==> src/rtl/imm_gen_pipe_if.sv <==
// Handshake bundle for imm_gen_pipe.
// slave is the decoder's view, master the producer/consumer side.
interface imm_gen_pipe_if #(
    parameter int XLEN = 32
);
    logic            i_flush;
    logic            i_valid;
    logic            o_ready;
    logic [31:0]     i_instr;
    logic            o_valid;
    logic            i_ready;
    logic [XLEN-1:0] o_imm;
    logic [2:0]      o_fmt;
    logic            o_known;

    modport slave (
        input  i_flush, i_valid, i_instr, i_ready,
        output o_ready, o_valid, o_imm, o_fmt, o_known
    );

    modport master (
        output i_flush, i_valid, i_instr, i_ready,
        input  o_ready, o_valid, o_imm, o_fmt, o_known
    );
endinterface

==> src/rtl/imm_gen_pipe.sv <==
// RISC-V immediate decoder feeding a 2-entry elastic buffer.
// Decode is combinational; main drives outputs, skid absorbs one overflow.
module imm_gen_pipe #(
    parameter int XLEN     = 32,
    parameter int EN_CSR   = 1,
    parameter int EN_SHAMT = 1
) (
    input  logic          i_clk,
    input  logic          i_rst_n,
    imm_gen_pipe_if.slave bus
);
    typedef enum logic [2:0] {
        FMT_NONE = 3'd0,
        FMT_I    = 3'd1,
        FMT_S    = 3'd2,
        FMT_B    = 3'd3,
        FMT_U    = 3'd4,
        FMT_J    = 3'd5,
        FMT_CSR  = 3'd6
    } fmt_e;

    typedef struct packed {
        logic [XLEN-1:0] imm;
        logic [2:0]      fmt;
        logic            known;
    } entry_t;

    logic [31:0] ins;
    logic [6:0]  op;
    logic [2:0]  f3;

    assign ins = bus.i_instr;
    assign op  = ins[6:0];
    assign f3  = ins[14:12];

    logic is_i, is_sh, is_s, is_b, is_u, is_j, is_csr;

    assign is_sh  = (EN_SHAMT != 0) && (op == 7'b0010011)
                 && ((f3 == 3'b001) || (f3 == 3'b101));
    assign is_i   = !is_sh && ((op == 7'b0010011)
                 || (op == 7'b0000011) || (op == 7'b1100111));
    assign is_s   = (op == 7'b0100011);
    assign is_b   = (op == 7'b1100011);
    assign is_u   = (op == 7'b0110111) || (op == 7'b0010111);
    assign is_j   = (op == 7'b1101111);
    assign is_csr = (EN_CSR != 0) && (op == 7'b1110011) && ins[14];

    // RV64 shifts use a 6-bit shamt, RV32 only 5 bits
    logic [XLEN-1:0] shamt;
    assign shamt = (XLEN == 64) ? XLEN'(ins[25:20])
                                : XLEN'(ins[24:20]);

    entry_t dec;

    always_comb begin
        dec = '0;
        unique case (1'b1)
            is_sh: begin
                dec.imm = shamt;
                dec.fmt = FMT_I;
            end
            is_i: begin
                dec.imm = XLEN'($signed(ins[31:20]));
                dec.fmt = FMT_I;
            end
            is_s: begin
                dec.imm = XLEN'($signed({ins[31:25], ins[11:7]}));
                dec.fmt = FMT_S;
            end
            is_b: begin
                dec.imm = XLEN'($signed({ins[31], ins[7],
                          ins[30:25], ins[11:8], 1'b0}));
                dec.fmt = FMT_B;
            end
            is_u: begin
                dec.imm = XLEN'($signed({ins[31:12], 12'b0}));
                dec.fmt = FMT_U;
            end
            is_j: begin
                dec.imm = XLEN'($signed({ins[31], ins[19:12],
                          ins[20], ins[30:21], 1'b0}));
                dec.fmt = FMT_J;
            end
            is_csr: begin
                dec.imm = XLEN'(ins[19:15]);
                dec.fmt = FMT_CSR;
            end
            default: ;
        endcase
        dec.known = (dec.fmt != FMT_NONE);
    end

    entry_t main_q, main_d;
    entry_t skid_q, skid_d;
    logic   main_v_q, main_v_d;
    logic   skid_v_q, skid_v_d;
    logic   rdy_q, rdy_d;
    logic   acc, pop;

    assign acc = bus.i_valid && rdy_q;
    assign pop = main_v_q && bus.i_ready;

    always_comb begin
        main_d   = main_q;
        main_v_d = main_v_q;
        skid_d   = skid_q;
        skid_v_d = skid_v_q;
        if (bus.i_flush) begin
            main_v_d = 1'b0;
            skid_v_d = 1'b0;
        end else if (pop && skid_v_q) begin
            main_d   = skid_q;
            skid_v_d = acc;
            if (acc) skid_d = dec;
        end else if (acc && (!main_v_q || pop)) begin
            main_d   = dec;
            main_v_d = 1'b1;
        end else if (acc) begin
            skid_d   = dec;
            skid_v_d = 1'b1;
        end else if (pop) begin
            main_v_d = 1'b0;
        end
        // registered so o_ready never depends on i_ready
        rdy_d = !skid_v_d;
    end

    always_ff @(posedge i_clk or negedge i_rst_n) begin
        if (!i_rst_n) begin
            main_q   <= '0;
            skid_q   <= '0;
            main_v_q <= 1'b0;
            skid_v_q <= 1'b0;
            rdy_q    <= 1'b0;
        end else begin
            main_q   <= main_d;
            skid_q   <= skid_d;
            main_v_q <= main_v_d;
            skid_v_q <= skid_v_d;
            rdy_q    <= rdy_d;
        end
    end

    assign bus.o_ready = rdy_q;
    assign bus.o_valid = main_v_q;
    assign bus.o_imm   = main_q.imm;
    assign bus.o_fmt   = main_q.fmt;
    assign bus.o_known = main_q.known;
endmodule

==> src/flat_wrapper.sv <==
// flat-port wrapper written by rule: the top's interface ports become plain ports
module imm_gen_pipe_flat 
#(
    parameter int XLEN     = 32,
    parameter int EN_CSR   = 1,
    parameter int EN_SHAMT = 1
)
  (i_clk, i_rst_n, bus_i_flush, bus_i_valid, bus_i_instr, bus_i_ready, bus_o_ready, bus_o_valid, bus_o_imm, bus_o_fmt, bus_o_known);
  imm_gen_pipe_if #(.XLEN(XLEN)) bus_i ();
  input  logic i_clk;
  input  logic i_rst_n;
  input wire logic [$bits(bus_i.i_flush)-1:0] bus_i_flush;
  input wire logic [$bits(bus_i.i_valid)-1:0] bus_i_valid;
  input wire logic [$bits(bus_i.i_instr)-1:0] bus_i_instr;
  input wire logic [$bits(bus_i.i_ready)-1:0] bus_i_ready;
  output wire logic [$bits(bus_i.o_ready)-1:0] bus_o_ready;
  output wire logic [$bits(bus_i.o_valid)-1:0] bus_o_valid;
  output wire logic [$bits(bus_i.o_imm)-1:0] bus_o_imm;
  output wire logic [$bits(bus_i.o_fmt)-1:0] bus_o_fmt;
  output wire logic [$bits(bus_i.o_known)-1:0] bus_o_known;
  assign bus_i.i_flush = bus_i_flush;
  assign bus_i.i_valid = bus_i_valid;
  assign bus_i.i_instr = bus_i_instr;
  assign bus_i.i_ready = bus_i_ready;
  assign bus_o_ready = bus_i.o_ready;
  assign bus_o_valid = bus_i.o_valid;
  assign bus_o_imm = bus_i.o_imm;
  assign bus_o_fmt = bus_i.o_fmt;
  assign bus_o_known = bus_i.o_known;
  imm_gen_pipe #(.XLEN(XLEN), .EN_CSR(EN_CSR), .EN_SHAMT(EN_SHAMT)) u_core (.i_clk(i_clk), .i_rst_n(i_rst_n), .bus(bus_i));
endmodule
==> config.mk <==
export PLATFORM = sky130hd
export DESIGN_NAME = imm_gen_pipe_flat
export DESIGN_NICKNAME = d
export VERILOG_FILES = /design/src/rtl/imm_gen_pipe_if.sv /design/src/rtl/imm_gen_pipe.sv /design/src/flat_wrapper.sv
export SDC_FILE = /design/constraint.sdc
export NUM_CORES = 1
export LEC_CHECK = 0
export BUFFER_PORTS_ARGS = -buffer_cell sky130_fd_sc_hd__buf_2
export CORE_MARGIN = 2
export CORE_UTILIZATION = 55
export CTS_CLUSTER_SIZE = 28
export DETAILED_ROUTE_END_ITERATION = 6
export PLACE_DENSITY_LB_ADDON = 0.3
export SLEW_MARGIN = 40
export SYNTH_ARGS = -nofsm -noshare
export SYNTH_HDL_FRONTEND = slang
export SYNTH_SLANG_ARGS = --single-unit
==> constraint.sdc <==
create_clock -name i_clk -period 2.2 [get_ports i_clk]
set_clock_uncertainty 0.1 [all_clocks]
set_input_delay 0 -clock i_clk [delete_from_list [all_inputs] [get_ports i_clk]]
set_output_delay 0 -clock i_clk [all_outputs]
set_load 0.01 [all_outputs]
==> flow_summary.json, run 1 <==
{
  "outcome": "complete, no violations",
  "final_common_cell": "dfrtp_1",
  "hp-start": "bus_i_instr[3]",
  "tritoncts": "yes",
  "fillers": 524,
  "p_seq_frac": 0.475,
  "pwr-share-comb": 0.197,
  "cts_buffers": 9,
  "syn_to_final_growth_pct": 23.76,
  "rows": 30,
  "yosys_warnings": 0,
  "die_w_microns": 86.81,
  "pwr_density_cell_nw_per_um2": 786.5,
  "first_global_vias": 3402,
  "setup_violations": 0,
  "antenna_left": 0,
  "reg2reg_from": "u_core.bus.o_ready$_DFF_PN0_",
  "hpwl_mm": 6.598,
  "cp_max_fo": 11,
  "stdcell_count": 583,
  "synth-edff-count": 0,
  "min_path_cells": 3,
  "cts_num_sinks": 75,
  "route.detailed.drc": 0,
  "avgSynthCellArea_sq_um": 9.243,
  "cp.required_ns": 2.31,
  "grt_max_degree": 76,
  "cts.clk_slew.worst_paths_ns": 0.08,
  "wl_met1_mm": 4.381,
  "rrSetupSlack_ns": 0.21,
  "slew_viol_final": 0,
  "clockRootBuffer": "clkbuf_8",
  "end_kind": "register",
  "synth.distinct_cells": 52,
  "cts_buffer_depth": 2,
  "ys_seq_area_frac": 0.4977,
  "final_util": 0.6946,
  "power_uw": 3670,
  "synth-main-ff-cell": "dfrtp_1",
  "slew-limit-headroom": 0.5498,
  "async_flop_share": 1.000,
  "mostFrequentLayoutCells": "dfrtp_1 (75), buf_2 (73), nand2_1 (51), nor2_1 (50), a21oi_1 (34)",
  "portBuffers": 74,
  "hold_path.class": "input pin to register",
  "dp_cells": 544,
  "ir_worst_vdd_v": 0.0005540,
  "rsz0062_at_grt": "no",
  "drt_first_pass_iters": 5,
  "min_period_ns": 1.985,
  "fp.dieH_microns": 86.81,
  "synth_cells": 408,
  "vias": 3530,
  "syn_area_sq_um": 3771,
  "clk-insertion-delay-late_ns": 0.35,
  "internal_power_uw": 2624,
  "power_frac_clock": 0.328,
  "r2r_end": "u_core.skid_q[21]$_DFFE_PN0P_",
  "netSwitchingPower_uw": 1046,
  "antenna_found_initial": 0,
  "drive_above_1_share": 0.2565,
  "swShare": 0.2850,
  "drv_cap": 0,
  "routed.top_layer": "met4",
  "leakage_uw": 0.001994,
  "syn_nets": 445,
  "timing.setup.tns_ns": 0,
  "core_area_sq_um": 6719,
  "antennaDiodeCount": 0,
  "synth_top_area_share": 0.4977,
  "fin_crit_sh": 0.9025,
  "htreeDepth": 3,
  "grt_usage": 0.2791,
  "synth_area_leader_cell": "dfrtp_1",
  "cp_data_arrival_time_ns": 2.10,
  "gp_congestion": 0.8708,
  "dieArea_sq_um": 7535,
  "post_cts_resized": 0,
  "max_freq_mhz": 503.7,
  "crit_path_start_kind": "register",
  "synth_seq_cells": 75,
  "start_util": 0.5613,
  "totalWireLength_mm": 10.01,
  "drt-wirelength-per-cell_microns": 17.17,
  "holdPathEnd": "u_core.skid_q[0]$_DFFE_PN0P_",
  "wl_met2_mm": 4.626,
  "worst_pin_slew_ns": 0.6753,
  "io_pins": 75,
  "yosys-top-cells-area": "dfrtp_1 (50%), nand2_1 (5.1%), nor2_1 (5.0%)",
  "hold_viol": 0,
  "r2r_cells": 4,
  "vias_per_cell": 6.055,
  "first_iter_violations": 352,
  "grt_first_pass_wirelength_mm": 16.45,
  "path_class": "register to register",
  "nNetsFinal": 535,
  "overflow": 0,
  "dr_wl_met3_microns": 748
}
final cells by class:
type,instances,area [sq um],area share
multi-input cells,299,1735,0.3718
inverters,3,11.26,0.002413
repair buffers,110,716.9,0.1536
flip-flops and latches,75,1877,0.4021
clock inverters,5,75.07,0.01609
well taps,80,100.1,0.02145
clock buffers,11,151.4,0.03244
routing by layer:
metal  up-vias  global-route usage
met4         0              0.1278
met5         -                   0
met3        29             0.05524
met2       149              0.4108
met1      1699              0.3990
li1       1653                   -
registers in the layout (all words and copies together) (netlist names):
signal,count
u_core.bus.o_imm,32
u_core.bus.o_known,1
u_core.bus.o_ready,1
u_core.bus.o_valid,1
u_core.bus.o_fmt,3
u_core.skid_q,36
u_core.skid_v_q,1
cells by family (layout without fill, tap and decap cells):
group | Yosys count | after routing | synth area share
AO/OA/AOI/OAI | 116 | 116 | 0.2114
buffers and inverters | 34 | 129 | 0.04579
flip-flops | 75 | 75 | 0.4977
AND/OR/NAND/NOR | 183 | 183 | 0.2452
critical path, stage by stage, from the launching register on:
cell,delay [ns]
dfrtp_1,0.44
nand3_1,0.15
or3_1,0.60
nor3_4,0.43
a21oi_1,0.13
per-stage QoR:
step	area [sq um]	hold WS [ns]	setup slack [ns]
3_5_place_dp	4207	-0.03089	0.2411
6_report	4667	0.02599	0.2146
3_3_place_gp	4203	0.09980	0.3051
4_1_cts	4663	0.007107	0.2346
5_1_grt	4667	0.05854	0.1237
2_1_floorplan	3771	-0.3956	0.4116
power groups by stage:
stage / clock network, uW / registers [uW] / logic, uW
3_3_place_gp: 0 / 1760 / 667
6_report: 1200 / 1740 / 724
5_1_grt: 1270 / 1770 / 805
3_5_place_dp: 0 / 1760 / 690
2_1_floorplan: 0 / 1800 / 375
4_1_cts: 1210 / 1740 / 726
repair_timing:
item,CTS,global route
buffers inserted,0,0
hold buffers,23,0
hold endpoints to repair,139,0
cells in the mapped netlist (all sizes together) (3+ instances only):
library cell / n
a2bb2oi: 4
and2: 3
buf: 20
nand4b: 3
a21oi: 37
nor2: 51
or3: 3
nand2: 52
dfrtp: 75
a31oi: 7
inv: 3
a211oi: 22
o22ai: 4
nor3: 28
nor4: 3
clkbuf: 11
nor2b: 7
a21o: 3
o21ai: 27
nand3: 13
nor4b: 9
worst max path at each step:
stage,start,end,slack [ns]
5_1_grt,u_core.skid_v_q$_DFF_PN0_,u_core.skid_q[2]$_DFFE_PN0P_,0.12
6_report,u_core.bus.o_ready$_DFF_PN0_,u_core.skid_q[21]$_DFFE_PN0P_,0.21
3_3_place_gp,u_core.bus.o_ready$_DFF_PN0_,u_core.skid_q[17]$_DFFE_PN0P_,0.31
4_1_cts,u_core.bus.o_ready$_DFF_PN0_,u_core.skid_q[17]$_DFFE_PN0P_,0.23
2_1_floorplan,u_core.bus.o_valid$_DFFE_PN0P_,u_core.bus.o_imm[21]$_DFFE_PN0P_,0.41
3_5_place_dp,u_core.bus.o_ready$_DFF_PN0_,u_core.skid_q[17]$_DFFE_PN0P_,0.24
No activity file was read; power rests on OpenSTA's default activity.
==> run 2, diff against run 1 <==
- CTS_BUF_LIST: not set -> sky130_fd_sc_hd__clkbuf_16
==> run 2 against run 1 <==
Sequential share of layout area shrank 0.69 points. First-iteration DRC count is 12% higher. Flip-flop and latch count stayed put. Wire length rose by 4.0%. Fmax decreased by 0.85%. Core utilization increased by 1.2 points. Hold slack gained 0.035 ns. Global-route usage rose by 1.1 points. Total power rose by 9.2%. Critical path depth unchanged. Final cell count unchanged.
==> flow_summary.json, run 2 (synthesis results as in run 1) <==
{
  "min_period_ns": 2.002,
  "cts_num_sinks": 75,
  "post_cts_resized": 0,
  "gr-usage-met2": 0.4282,
  "cts_buffers": 9,
  "drv_cap": 0,
  "die_w_microns": 86.81,
  "crit_family": "simple AND/OR/NAND/NOR gates",
  "syn_to_final_growth_pct": 25.91,
  "largest_register": "u_core.skid_q",
  "gp_congestion": 0.8708,
  "setup_violations": 0,
  "path_cells": "nand3_1, or3_1, nor3_4, a21oi_1",
  "first_iter_violations": 393,
  "dieArea_sq_um": 7535,
  "start_util": 0.5613,
  "grtUsageMet1": 0.4090,
  "cp.required_ns": 2.29,
  "core_area_sq_um": 6719,
  "route.detailed.drc": 0,
  "portBuffers": 74,
  "slew-limit-headroom": 0.5422,
  "fp.dieH_microns": 86.81,
  "grt_max_degree": 76,
  "rsz0062_at_grt": "no",
  "timing.setup.tns_ns": 0,
  "max_freq_mhz": 499.4,
  "mostFrequentLayoutCells": "dfrtp_1 (75), buf_2 (73), nand2_1 (51), nor2_1 (50), a21oi_1 (34)",
  "drive_above_1_share": 0.2525,
  "path_class": "register to register",
  "totalWireLength_mm": 10.41,
  "htreeDepth": 3,
  "grt_first_pass_wirelength_mm": 16.91,
  "cts.clk_slew.worst_paths_ns": 0.06,
  "overflow": 0,
  "slowest_delay_ns": 0.60,
  "crit_path_start_kind": "register",
  "antenna_found_initial": 0,
  "cp_max_fo": 11,
  "tritoncts": "yes",
  "rows": 30,
  "final_util": 0.7067,
  "drt-wirelength-per-cell_microns": 17.85,
  "grt_usage": 0.2901,
  "leakage_uw": 0.002029,
  "fillers": 503,
  "end_kind": "register",
  "stdcell_count": 583,
  "cp_data_arrival_time_ns": 2.09,
  "hold_viol": 0,
  "largest_reg_flops": 36,
  "io_pins": 75,
  "nNetsFinal": 535,
  "dp_cells": 544,
  "pwr_density_cell_nw_per_um2": 844.2,
  "met3_usage": 0.05333,
  "top_usage_layer": "met2",
  "holdWs_ns": 0.06114,
  "first_global_vias": 3453,
  "ir_worst_vdd_v": 0.0005347,
  "vias": 3586,
  "fin_crit_sh": 0.9102,
  "antenna_left": 0,
  "cts_buffer_depth": 2,
  "vias_per_cell": 6.151,
  "slew_viol_final": 0,
  "outcome": "complete, no violations",
  "cp_slowest_cell": "or3_1",
  "final_common_cell": "dfrtp_1",
  "clockRootBuffer": "clkbuf_16",
  "clk-insertion-delay-late_ns": 0.34,
  "hpwl_mm": 6.598,
  "antennaDiodeCount": 0,
  "hold_path.class": "input pin to register",
  "worst_pin_slew_ns": 0.6868,
  "drt_first_pass_iters": 5,
  "crit_buf_inv": 0
}
run 2: cell count changes in the layout (fill, tap and decap cells not counted):
| cell | before | now |
|---|---|---|
| clkbuf_16 | 0 | 9 |
| clkinv_1 | 0 | 2 |
| clkbuf_8 | 11 | 0 |
run 2: repair_timing:
item                      in CTS  in global routing
buffers inserted               0                  0
hold endpoints to repair     137                  0
hold buffers                  23                  0
run 2: report_power, final:
group          switching (uW)  internal (uW)  total (uW)
logic                     412            317         729
clock network             552            978        1530
registers                 133           1620        1750
run 2: routing by layer:
layer | vias up | routed length, microns
met4 | 0 | 305
met3 | 29 | 652
li1 | 1648 | -
met5 | - | 0
met2 | 163 | 4895
met1 | 1746 | 4556
run 2: final timing paths:
path	startpoint	slack, ns	cells past startpoint	to
worst min-delay path	bus_i_instr[3]	0.06	3	u_core.skid_q[0]$_DFFE_PN0P_
worst max-delay path	u_core.bus.o_ready$_DFF_PN0_	0.20	4	u_core.skid_q[21]$_DFFE_PN0P_
max in group asynchronous	i_rst_n	1.36	2	u_core.bus.o_imm[15]$_DFFE_PN0P_
min in group asynchronous	i_rst_n	0.15	2	u_core.bus.o_fmt[0]$_DFFE_PN0P_
worst max register to register	u_core.bus.o_ready$_DFF_PN0_	0.20	4	u_core.skid_q[21]$_DFFE_PN0P_
worst min register to register	u_core.skid_q[1]$_DFFE_PN0P_	0.38	1	u_core.skid_q[1]$_DFFE_PN0P_
run 2: worst min-delay path, delay by kind of cell:
family / cells / cell delay [ns]
compound gates: 2 / 0.22
buf+inv: 1 / 0.22
run 2: final cells by class:
type / count / area (sq um) / area share
sequential: 75 / 1877 / 0.3953
multi-input combinational: 299 / 1735 / 0.3655
timing repair buffer: 110 / 716.9 / 0.1510
clock buffer: 9 / 225.2 / 0.04743
tap: 80 / 100.1 / 0.02108
clock inverter: 7 / 82.58 / 0.01739
inverter: 3 / 11.26 / 0.002372
run 2: through the flow:
stage                     instance area [sq um]  total power [uW]  setup slack (ns)
after global routing                       4748              4193            0.1324
after global placement                     4203              2424            0.3051
after floorplan                            3771              2170            0.4116
after CTS                                  4745              4017            0.2324
after detailed placement                   4207              2455            0.2411
final                                      4748              4008            0.1976
==> run 3, diff against run 2 <==
- CORE_UTILIZATION: 55 -> 57
- CTS_BUF_LIST: sky130_fd_sc_hd__clkbuf_16 -> sky130_fd_sc_hd__clkbuf_2
- GPL_ROUTABILITY_DRIVEN: not set -> 0
==> run 3 against run 2 <==
Flip-flop and latch count is the same. Final cell count grew 5.1%. Total power shrank 15%. Via count grew 7.1%.
==> flow_summary.json, run 3 (synthesis results as in run 1) <==
{
  "cp_data_arrival_time_ns": 2.43,
  "start_util": 0.5905,
  "worst_pin_slew_ns": 0.5630,
  "antennaDiodeCount": 0,
  "cp_max_fo": 13,
  "cts_buffers": 9,
  "met3_usage": 0.06518,
  "post_cts_buffers": 0,
  "slew-limit-headroom": 0.6247,
  "ir_worst_vdd_v": 0.0005052,
  "vias": 3839,
  "slowest_delay_ns": 0.58,
  "cts_buffer_depth": 2,
  "drv_cap": 0,
  "nNetsFinal": 568,
  "hp-start": "bus_i_instr[6]",
  "drt_first_pass_iters": 6,
  "setup_ws_ns": 0.1319,
  "route.detailed.drc": 0,
  "hpwl_mm": 6.602,
  "hold_path.class": "input pin to register",
  "reg2reg_from": "u_core.bus.o_ready$_DFF_PN0_",
  "largest_reg_flops": 36,
  "fp.dieH_microns": 85.34,
  "antenna_found_initial": 0,
  "rrSetupSlack_ns": 0.21,
  "fillers": 437,
  "path_cells": "dlygate4sd3_1, buf_2, or3b_4, a21oi_4, nand2_1, dlygate4sd3_1, a211oi_1",
  "outcome": "complete, no violations",
  "final_util": 0.7678,
  "pre_cts_ws_ns": 0.2665,
  "power_uw": 3415,
  "crit_family": "buffers and inverters",
  "holdPathEnd": "u_core.bus.o_known$_DFFE_PN0P_",
  "grtUsageMet1": 0.4547,
  "min_period_ns": 2.068,
  "rows": 29,
  "cts_num_sinks": 75,
  "leakage_uw": 0.002074,
  "antenna_left": 0,
  "first_global_vias": 3785,
  "tritoncts": "yes",
  "pwr_density_cell_nw_per_um2": 696.5,
  "syn_to_final_growth_pct": 30.03,
  "io_pins": 75,
  "rsz0062_at_grt": "no",
  "die_w_microns": 85.34,
  "cp_slowest_cell": "dlygate4sd3_1",
  "final_common_cell": "dfrtp_1",
  "stdcell_count": 613,
  "top_usage_layer": "met2",
  "grt_first_pass_wirelength_mm": 18.55,
  "cts.clk_slew.worst_paths_ns": 0.21,
  "htreeDepth": 3,
  "timing.setup.tns_ns": 0,
  "r2r_cells": 4,
  "cp.required_ns": 2.56,
  "mostFrequentLayoutCells": "dfrtp_1 (75), buf_2 (74), dlygate4sd3_1 (54), nand2_1 (51), nor2_1 (50)",
  "r2r_end": "u_core.skid_q[22]$_DFFE_PN0P_",
  "grt_usage": 0.3271,
  "dp_cells": 542,
  "crit_path_start_kind": "input pin",
  "core_area_sq_um": 6386,
  "grt_max_degree": 44,
  "hold_viol": 0,
  "overflow": 0,
  "vias_per_cell": 6.263,
  "crit_buf_inv": 3,
  "end_kind": "register",
  "gr-usage-met2": 0.5021,
  "crit_top_cell": "dlygate4sd3_1",
  "dieArea_sq_um": 7283,
  "clockRootBuffer": "clkbuf_2",
  "fin_crit_sh": 0.9400,
  "totalWireLength_mm": 11.29,
  "max_freq_mhz": 483.5,
  "path_class": "input pin to register",
  "drive_above_1_share": 0.2407,
  "setup_violations": 0,
  "largest_register": "u_core.skid_q",
  "clk-insertion-delay-late_ns": 0.55,
  "drt-wirelength-per-cell_microns": 18.42,
  "first_iter_violations": 598,
  "min_path_cells": 5,
  "portBuffers": 74,
  "slew_viol_final": 0
}
run 3: cell type report:
class	instances	area [sq um]	area share
clock buffer	9	45.04	0.009186
sequential	75	1877	0.3828
multi-input combinational	299	1743	0.3554
tap	77	96.34	0.01965
inverter	3	11.26	0.002297
timing repair buffer	143	1041	0.2123
clock inverter	7	90.09	0.01837
run 3: metal layers:
layer	routed length (microns)	up-vias
met1	4651	1837
met4	362	0
met2	5327	235
li1	-	1719
met3	951	48
met5	0	-
run 3: worst max path at each step:
stage                                         from                               end  cells past startpoint
CTS                                 bus_i_instr[3]  u_core.bus.o_imm[18]$_DFFE_PN0P_                      7
global placement      u_core.bus.o_ready$_DFF_PN0_     u_core.skid_q[23]$_DFFE_PN0P_                      4
floorplan           u_core.bus.o_valid$_DFFE_PN0P_  u_core.bus.o_imm[21]$_DFFE_PN0P_                      7
finish                              bus_i_instr[3]  u_core.bus.o_imm[19]$_DFFE_PN0P_                      7
global route                        bus_i_instr[3]  u_core.bus.o_imm[19]$_DFFE_PN0P_                      7
detailed placement    u_core.bus.o_ready$_DFF_PN0_     u_core.skid_q[20]$_DFFE_PN0P_                      4
run 3: repair_timing:
action                                  CTS  global route
hold buffers                             55             0
endpoints found under the setup margin    0            19
resized for setup                         0             2
endpoints found under the hold margin   149             0
run 3: stage by stage:
stage               area, sq um  hold slack, ns
CTS                        4890         0.01644
detailed placement         4204         -0.2460
global route               4903         0.02198
global placement           4204         -0.2485
floorplan                  3771         -0.3956
finish                     4903         0.02120
run 3: where the power goes:
| part | total (uW) | switching (uW) | internal, uW |
|---|---|---|---|
| registers | 1750 | 139 | 1610 |
| logic | 778 | 434 | 344 |
| clock network | 887 | 516 | 372 |
run 3: worst register-to-register path, delay by kind of cell (launching register included):
kind	cells	cell delay (ns)
and+or+nand+nor	3	1.17
AOI/OAI and AO/OA	1	0.12
DFF	1	0.48
